==> src/rtl/rotary_encoder_ctrl.sv <==
// Rotary encoder front end: input sync, debounce, quadrature decode, bounded position counter.
// Long-press detection is built only when ROTARY_LONG_PRESS_EN is defined.
module rotary_encoder_ctrl #(
    parameter int DEB_CYCLES  = 4,
    parameter int CNT_W       = 8,
    parameter int CNT_MAX     = 255,
    parameter int WRAP        = 1,
    parameter int LONG_CYCLES = 50000000
) (
    input  logic             CLK,
    input  logic             RST,
    input  logic             ROTA,
    input  logic             ROTB,
    input  logic             ROTC,
    input  logic             CLR,
    output logic             UP,
    output logic             DOWN,
    output logic             ENTER,
    output logic             LONG,
    output logic [CNT_W-1:0] POS,
    output logic             AT_MIN,
    output logic             AT_MAX
);
    localparam int               DEB_W    = $clog2(DEB_CYCLES + 1);
    localparam logic [DEB_W-1:0] DEB_LAST = DEB_W'(DEB_CYCLES - 1);
    localparam logic [CNT_W-1:0] POS_MAX  = CNT_W'(CNT_MAX);
    // Channel order is {C, B, A}; A and B idle high, the button idles released.
    localparam logic [2:0]       IDLE_LVL = 3'b011;

    logic [2:0]       raw;
    logic [2:0]       s1_q;
    logic [2:0]       s2_q;
    logic [2:0]       filt_q;
    logic [2:0]       filt_d;
    logic [2:0]       prev_q;
    logic [DEB_W-1:0] cnt_q [3];
    logic [DEB_W-1:0] cnt_d [3];

    assign raw = {ROTC, ROTB, ROTA};

    always_comb begin
        filt_d = filt_q;
        for (int i = 0; i < 3; i++) begin
            cnt_d[i] = '0;
            if (s2_q[i] != filt_q[i]) begin
                if (cnt_q[i] == DEB_LAST) begin
                    filt_d[i] = s2_q[i];
                end else begin
                    cnt_d[i] = cnt_q[i] + 1'b1;
                end
            end
        end
    end

    always_ff @(posedge CLK or posedge RST) begin
        if (RST) begin
            s1_q   <= IDLE_LVL;
            s2_q   <= IDLE_LVL;
            filt_q <= IDLE_LVL;
            prev_q <= IDLE_LVL;
            for (int i = 0; i < 3; i++) begin
                cnt_q[i] <= '0;
            end
        end else begin
            s1_q   <= raw;
            s2_q   <= s1_q;
            filt_q <= filt_d;
            prev_q <= filt_q;
            for (int i = 0; i < 3; i++) begin
                cnt_q[i] <= cnt_d[i];
            end
        end
    end

    // A step is a rising filtered A; B's level at that moment gives direction.
    logic step_up;
    logic step_dn;
    logic press;

    assign step_up = filt_q[0] & ~prev_q[0] & ~filt_q[1];
    assign step_dn = filt_q[0] & ~prev_q[0] &  filt_q[1];
    assign press   = filt_q[2] & ~prev_q[2];

    logic [CNT_W-1:0] pos_q;
    logic [CNT_W-1:0] pos_d;
    logic             up_q;
    logic             dn_q;
    logic             enter_q;
    logic             at_min_q;
    logic             at_max_q;

    always_comb begin
        pos_d = pos_q;
        if (CLR) begin
            pos_d = '0;
        end else if (step_up) begin
            if (pos_q >= POS_MAX) begin
                pos_d = (WRAP != 0) ? '0 : POS_MAX;
            end else begin
                pos_d = pos_q + 1'b1;
            end
        end else if (step_dn) begin
            if (pos_q == '0) begin
                pos_d = (WRAP != 0) ? POS_MAX : '0;
            end else begin
                pos_d = pos_q - 1'b1;
            end
        end
    end

    always_ff @(posedge CLK or posedge RST) begin
        if (RST) begin
            pos_q    <= '0;
            up_q     <= 1'b0;
            dn_q     <= 1'b0;
            enter_q  <= 1'b0;
            at_min_q <= 1'b1;
            at_max_q <= 1'b0;
        end else begin
            pos_q    <= pos_d;
            up_q     <= step_up;
            dn_q     <= step_dn;
            enter_q  <= press;
            at_min_q <= (pos_d == '0);
            at_max_q <= (pos_d == POS_MAX);
        end
    end

    assign UP     = up_q;
    assign DOWN   = dn_q;
    assign ENTER  = enter_q;
    assign POS    = pos_q;
    assign AT_MIN = at_min_q;
    assign AT_MAX = at_max_q;

`ifdef ROTARY_LONG_PRESS_EN
    localparam int                LONG_W    = $clog2(LONG_CYCLES + 1);
    localparam logic [LONG_W-1:0] LONG_LAST = LONG_W'(LONG_CYCLES - 1);

    logic [LONG_W-1:0] press_cnt_q;
    logic              long_done_q;
    logic              long_q;

    // The counter sits at 0 while released, so every press starts timing from 0.
    always_ff @(posedge CLK or posedge RST) begin
        if (RST) begin
            press_cnt_q <= '0;
            long_done_q <= 1'b0;
            long_q      <= 1'b0;
        end else begin
            long_q <= 1'b0;
            if (!filt_q[2]) begin
                press_cnt_q <= '0;
                long_done_q <= 1'b0;
            end else if (!long_done_q) begin
                if (press_cnt_q == LONG_LAST) begin
                    long_q      <= 1'b1;
                    long_done_q <= 1'b1;
                end else begin
                    press_cnt_q <= press_cnt_q + 1'b1;
                end
            end
        end
    end

    assign LONG = long_q;
`else
    assign LONG = 1'b0;
`endif

endmodule
==> config.mk <==
export PLATFORM = sky130hd
export DESIGN_NAME = rotary_encoder_ctrl
export DESIGN_NICKNAME = d
export VERILOG_FILES = /design/src/rtl/rotary_encoder_ctrl.sv
export SDC_FILE = /design/constraint.sdc
export NUM_CORES = 1
export LEC_CHECK = 0
export CAP_MARGIN = 20
export CORE_MARGIN = 2
export CORE_UTILIZATION = 40
export CTS_BUF_LIST = sky130_fd_sc_hd__clkbuf_4
export DETAILED_ROUTE_END_ITERATION = 8
export PLACE_DENSITY = 0.64
export SYNTH_ARGS = -nofsm -noshare
export SYNTH_HDL_FRONTEND = slang
export SYNTH_SLANG_ARGS = --single-unit
==> constraint.sdc <==
create_clock -name CLK -period 2.75 [get_ports CLK]
set_input_delay 0.55 -clock CLK [delete_from_list [all_inputs] [get_ports CLK]]
set_output_delay 0.55 -clock CLK [all_outputs]
set_load 0.05 [all_outputs]
# Yosys cells after proc, flatten, opt, wreduce, memory -nomap -nowiden
# Index checks and enable logic that the tools add are counted.
[word_totals]
regBits = 34
[classes]
addsub = 5
n_lt_le_gt_ge = 1
n_eq_ne = 7
n_mux = 11
bitwise = 7
n_reduce_logical = 5
[op_table]
columns = ["operator", "n"]
rows = [
  ["2-to-1 mux 8 bit", 5],
  ["2-to-1 mux 3 bit", 6],
  ["zero test 8 bit", 2],
  ["adder 3 x 1 -> 3 bit, second input constant", 3],
  ["equality test 3 x 2 -> 1 bit, second input constant", 3],
  ["adder 8 x 1 -> 8 bit, second input constant", 1],
  ["equality test 8 bit, second input constant", 1],
  [">= comparator 8 bit, second input constant", 1],
  ["subtractor 8 x 1 -> 8 bit, second input constant", 1],
  ["AND reduction 2 bit", 3],
  ["bitwise AND 1 bit", 4],
  ["inequality test 1 bit", 3],
  ["inverter 1 bit", 3],
]

# Logic depth before layout (Yosys ltp)
# Gate-level depths: netlist of the first run.
[depth]
depth_word = 7
ltp_mapped = 9
mapped_depth_nobuf = 8

# Worst setup path after synthesis of the first run
# OpenSTA, ideal clock, no wires.
[synth_path]
path_kind = "reg-to-reg"
startpoint = "register pos_q[3], in the netlist POS[3]"
endpoint = "register at_max_q, in the netlist AT_MAX"
t_arrival_ps = 2408
required_ps = 2678
path_slack_ps = 270
path_stages_with_launch = 8
cell_sequence = "dfrtp_1 -> buf_6 -> or4_4 -> o31a_1 -> or2_4 -> a2111oi_4 -> nand4_1 -> nor2_1"
[synth_via]
elab_chain_len = 6
elab_cells_between_ends = 10
[synth_rtl]
columns = ["element", "line_no", "source"]
rows = [
  ["start, declared", "84", "logic [CNT_W-1:0] pos_q;"],
  ["start signal, assigned", "120", "pos_q <= pos_d;"],
  ["subtractor 8 x 1 -> 8 bit or zero test 8 bit (tied branches)", "106, 103", ""],
  ["2-to-1 mux 8 bit", "103", "if (pos_q == '0) begin"],
  ["2-to-1 mux 8 bit", "102", "end else if (step_dn) begin"],
  ["2-to-1 mux 8 bit *", "96", "end else if (step_up) begin"],
  ["2-to-1 mux 8 bit *", "94", "if (CLR) begin"],
  ["net pos_d[7]", "85", "logic [CNT_W-1:0] pos_d;"],
  ["equality test 8 bit *", "125", "at_max_q <= (pos_d == POS_MAX);"],
  ["end signal, assigned", "125", ""],
  ["end, declared", "90", "logic at_max_q;"],
]
# Mark *: on every way through the listed nets, which the timed path passes. The rest lies on a longest branch.
# A chain may end at the register's enable or synchronous reset.

# Worst setup path in the final report of the first run
# Same ends and word-level chain as after synthesis.

==> impl_metrics.ini, run 1 <==
[status]
outcome = completed

[synth]
synth_warnings = 0
synthCells = 157
postSynthAreaPerCell_um2 = 10.7
synth_ff_type = dfrtp_1
yosysSeqAreaShare = 0.496
synth.area.top_cells = dfrtp_1 (37%), dfstp_2 (12%), ha_1 (4.5%), xor2_1 (3.1%), nor2b_1 (3.0%)
synth_top_area_frac = 0.371
yosys.area.top_type = dfrtp_1
synth_area_um2 = 1690
syn-num-nets = 169
ys_ff_latch = 33
ys_types = 44
synthArstFlopShare = 1.00
synth_edf_count = 0

[pwr]
leakagePower_nw = 0.819
switching_power_mw = 1.08
seqPwrFrac = 0.349
comb_power_share = 0.506
swShare = 0.445
vdd_drop_max_uv = 463
internal_power_mw = 1.35
clkPwrFrac = 0.146
power_density_nw_per_um2 = 1220

[floorplan]
die-area_um2 = 4750
rows = 23
start_util = 0.418
io_pins = 20
die_h_um = 68.9
core-area_um2 = 4030
die_x_um = 68.9

[setup_path]
worstPathRequired_ns = 3.02
cp-start-kind = register
crit_arrival_ns = 2.67
end_kind = register
ff2ff_path_depth = 6
path_class = register to register
worstPathMaxFanout = 11

[clocking]
clk_pin_slew_ns = 0.09
cts.sinks = 33
cts_tree = yes
cts_max_level = 2
post_cts_buffers = 0
numCtsBuffers = 5
post_cts_resized = 0
clockBufferDepth = 2
cts_root_buf = clkbuf_4
cts_hold_buf = 0
clk_latency_ns = 0.34

[sta]
fin_skew_ns = 0.00614
setup_viol = 0
period_minus_slack_ns = 2.40
tns_ns = 0
timing.fmax_mhz = 417
drv_slew = 0
period_share = 0.872
setup_ws_ns = 0.351
tightest_slew_ns = 0.498
slew_headroom = 0.667
hold_viol = 0
grt_setup_unrepaired = no

[flow_run]
drv_cap = 0

[finish]
finalNetCount = 191
drive_gt1_frac = 0.161
nFillCells = 398
area_growth_pct = 18.6
antenna_cells = 0

[place]
dp_slack_ns = 0.404
port_buffers = 18
dp_hpwl_um = 2690
place_congestion = 0.943

[route]
via_per_inst = 5.73
ant_nets = 0
vias = 1317
wire_per_inst_um = 15.7
drc_errors = 0
firstDrtPassIters = 4
drt_iter0_markers = 178
totalWireLength_um = 3610

[hold_path]
hold_path.class = register to register
min_path_cells = 0

[global_routing]
gr-usage-all-layers = 0.186
grt_pass1_wl_um = 6240
antenna_found_initial = 0
grt-ovfl-total = 0
grt_max_degree = 34
grt_pass1_vias = 1326
layer usage:
layer	track usage	vias to the layer above	routed length [µm]
met3	0.0406	9	214
met5	0	-	0
met2	0.315	51	1770
li1	-	605	-
met1	0.223	652	1540
met4	0.0907	0	85
final cells by class:
class,count,area [µm²],share of cell area
timing repair buffer,23,218,0.109
multi-input combinational,108,773,0.387
sequential,33,836,0.418
clock buffer,6,45.0,0.0225
tap,50,62.6,0.0313
inverter,8,30.0,0.0150
clock inverter,2,33.8,0.0169
worst max-delay path, stage by stage, from the launching register on:
cell       delay (ns)
dfrtp_1          0.52
or4_4            0.61
o31a_1           0.33
or2_4            0.26
a2111oi_4        0.35
nand4_1          0.14
nor2_1           0.13
Yosys cell counts (2+ instances only):
| cell type | n |
|---|---|
| nand2b_1 | 4 |
| xnor2_1 | 5 |
| nor4bb_1 | 2 |
| nor4_1 | 3 |
| ha_1 | 6 |
| a21oi_1 | 6 |
| inv_1 | 5 |
| o21ai_1 | 3 |
| dfrtp_1 | 25 |
| nand2_1 | 3 |
| nand3b_1 | 2 |
| nor3b_1 | 6 |
| clkbuf_1 | 4 |
| buf_4 | 2 |
| xor2_1 | 6 |
| o21ai_0 | 8 |
| a211oi_1 | 2 |
| inv_2 | 3 |
| nand3_1 | 5 |
| nor2b_1 | 8 |
| nand4b_1 | 2 |
| a31oi_1 | 2 |
| dfstp_2 | 8 |
| mux2_2 | 2 |
| nor2_1 | 7 |
| a311o_1 | 2 |
| nand4_1 | 3 |
| nor3_1 | 7 |
path summary, 6_finish.rpt:
kind | start | end | slack (ns)
setup / recovery | POS[3] | AT_MAX | 0.35
max in group asynchronous | RST | filt_q[1] | 1.82
setup reg to reg | POS[3] | AT_MAX | 0.35
hold reg to reg | s1_q[2] | s2_q[2] | 0.36
min in group asynchronous | RST | POS[1] | 0.61
hold / removal | s1_q[2] | s2_q[2] | 0.36
kinds of logic (layout without fill, tap and decap cells):
logic type / count (synthesis) / in the layout / synth area share
AND/OR/NAND/NOR: 57 / 57 / 0.212
flip-flops: 33 / 33 / 0.496
AO/OA/AOI/OAI: 31 / 31 / 0.130
buffers and inverters: 16 / 39 / 0.0453
XOR/XNOR: 11 / 11 / 0.0572
adder cells (fa/ha/maj): 6 / 6 / 0.0445
multiplexers: 2 / 2 / 0.0134
other: 1 / 1 / 0.00223
registers in the layout (all words and copies together), names as in the netlist:
name    cells
s2_q        3
prev_q      2
filt_q      3
UP          1
AT_MAX      1
AT_MIN      1
ENTER       1
s1_q        3
POS         8
DOWN        1
cnt_q       9
metrics by stage:
step | utilization | instances | total power [mW] | hold slack (ns) | instance area [µm²]
final | 0.496 | 230 | 2.43 | 0.358 | 2000
after global routing | 0.496 | 230 | 2.61 | 0.370 | 2000
after CTS | 0.496 | 230 | 2.44 | 0.361 | 2000
after detailed placement | 0.476 | 222 | 2.08 | 0.340 | 1920
after global placement | 0.476 | 222 | 2.06 | 0.339 | 1920
after floorplan | - | 157 | 1.71 | 0.331 | 1690
placed cells by master (no fill, tap or decap), drive strengths merged, types with 3 or more instances in the layout:
master / n
nand4: 3
dfrtp: 25
nor3: 7
nand2: 3
ha: 6
clkdlybuf4s50: 18
clkbuf: 6
nor2: 7
xnor2: 5
buf: 5
o21ai: 11
inv: 8
a21oi: 6
nand3: 5
nor4: 3
dfstp: 8
xor2: 6
nor2b: 8
nand2b: 4
nor3b: 6
power groups by stage:
stage | Sequential (mW) | Combinational, mW | Clock [mW]
6_report | 0.848 | 1.23 | 0.354
5_1_grt | 0.880 | 1.34 | 0.391
2_1_floorplan | 1.02 | 0.689 | 0
3_3_place_gp | 0.847 | 1.21 | 0
3_5_place_dp | 0.857 | 1.22 | 0
4_1_cts | 0.846 | 1.23 | 0.367
No activity file was read; power rests on OpenSTA's default activity.
==> run 2: changes to the inputs <==
--- a/config.mk
+++ b/config.mk
@@ -11,6 +11,8 @@
 export CTS_BUF_LIST = sky130_fd_sc_hd__clkbuf_4
 export DETAILED_ROUTE_END_ITERATION = 8
 export PLACE_DENSITY = 0.64
+export REMOVE_ABC_BUFFERS = 1
+export SKIP_CTS_REPAIR_TIMING = 1
 export SYNTH_ARGS = -nofsm -noshare
 export SYNTH_HDL_FRONTEND = slang
 export SYNTH_SLANG_ARGS = --single-unit
==> run 2 against run 1 <==
  * Combinational power is essentially flat
  * Flip-flop and latch count unchanged
  * Setup slack gained 0.053 ns
  * Largest cell class unchanged
  * Design area decreased by 0.69%
  * Critical endpoint unchanged
  * Sequential share of layout area rose by 0.29 points
  * Final cell count is 0.87% lower
  * Wire length is 0.30% higher
  * Die area did not move
==> impl_metrics.ini, run 2 (synthesis results as in run 1) <==
[finish]
layoutNonFillerInstCount = 228
mostFrequentLayoutCell = dfrtp_1
mostFrequentLayoutCells = dfrtp_1 (25), clkdlybuf4s50_1 (18), dfstp_2 (8), nor2b_1 (8), o21ai_0 (8)
nFillCells = 380
largest-register = cnt_q
largest_reg_flops = 9
antenna_cells = 0
area_growth_pct = 17.7
drive_gt1_frac = 0.157
finalNetCount = 189

[clocking]
cts_root_buf = clkbuf_4
clk_latency_ns = 0.33
cts_max_level = 2
numCtsBuffers = 5
clk_pin_slew_ns = 0.11
cts.sinks = 33
cts_tree = yes
clockBufferDepth = 2

[global_routing]
grt_max_degree = 34
antenna_found_initial = 0
grt_pass1_wl_um = 5910
grt_pass1_vias = 1275
gr-usage-all-layers = 0.172
grt-ovfl-total = 0

[floorplan]
core-area_um2 = 4030
io_pins = 20
rows = 23
die_x_um = 68.9
start_util = 0.418
die-area_um2 = 4750
die_h_um = 68.9

[route]
firstDrtPassIters = 4
ant_nets = 0
drc_errors = 0
wl_met3_um = 232
vias = 1286
drt_iter0_markers = 51
wire_per_inst_um = 15.9
met1_length_um = 1500
via_per_inst = 5.64
highest_layer = met4
totalWireLength_um = 3620
met2_length_um = 1830

[setup_path]
worstPathRequired_ns = 3.01
r2r_start = POS[3]
cp-start-kind = register
crit_arrival_ns = 2.61
end_kind = register
worstPathMaxFanout = 11
path_class = register to register
critical_path.startpoint = POS[3]

[sta]
timing.fmax_mhz = 426
tns_ns = 0
fin_skew_ns = 0.0109
setup_viol = 0
hold_viol = 0
setup_ws_ns = 0.405
tightest_slew_ns = 0.512
drv_slew = 0
slew_headroom = 0.658
period_minus_slack_ns = 2.35
period_share = 0.853
grt_setup_unrepaired = no

[place]
port_buffers = 18
place_congestion = 0.964
dp_hpwl_um = 2690
dp_slack_ns = 0.425
place_inst = 220

[hold_path]
hold_path.class = register to register
hp-start = s1_q[2]

[pwr]
total_power_mw = 2.42
leakagePower_nw = 0.811
vdd_drop_max_uv = 484
power_density_nw_per_um2 = 1220

[status]
outcome = completed

[flow_run]
drv_cap = 0
## run 2: cell types whose count changed in the layout (fill, tap and decap cells not counted)
| cell | before | now |
|---|---|---|
| buf_4 | 5 | 3 |
| clkinv_1 | 1 | 0 |
| clkinv_2 | 0 | 1 |
## run 2: final timing paths
check / endpoint / slack (ns) / depth (start not counted)
setup reg to reg: AT_MAX / 0.40 / 6
setup / recovery: AT_MAX / 0.40 / 6
hold / removal: s2_q[2] / 0.36 / 0
max in group asynchronous: AT_MIN / 1.82 / 3
min in group asynchronous: UP / 0.60 / 3
hold reg to reg: s2_q[2] / 0.36 / 0
## run 2: where the power goes
group	leakage [nW]	internal, mW	total [mW]	switching [mW]
clock network	0.0456	0.200	0.364	0.163
registers	0.412	0.657	0.846	0.189
logic	0.353	0.480	1.21	0.728
total	0.811	1.34	2.42	1.08
## run 2: final cells by class
type / count / area [µm²] / area share
Timing Repair Buffer: 21 / 203 / 0.102
Clock buffer: 6 / 45.0 / 0.0227
Tap cell: 50 / 62.6 / 0.0315
Clock inverter: 2 / 35.0 / 0.0177
Inverter: 8 / 30.0 / 0.0151
Multi-Input combinational cell: 108 / 773 / 0.390
Sequential cell: 33 / 836 / 0.421
## run 2: critical path: stages, from the launching register on
cell       delay [ns]
dfrtp_1          0.51
or4_4            0.60
o31a_1           0.33
or2_4            0.26
a2111oi_4        0.33
nand4_1          0.13
nor2_1           0.12
## run 2: metrics by stage
stage | cell area [µm²] | hold WS [ns] | utilization
final | 1980 | 0.359 | 0.493
after global routing | 1980 | 0.370 | 0.493
after CTS | 1980 | 0.361 | 0.493
after detailed placement | 1900 | 0.335 | 0.473
after global placement | 1900 | 0.339 | 0.473
after floorplan | 1640 | 0.331 | -
## run 2: per-layer routing
metal  global-route usage  vias to the layer above
li1                     -                      606
met4               0.0686                        0
met1                0.211                      625
met2                0.284                       45
met5                    0                        -
met3               0.0503                       10
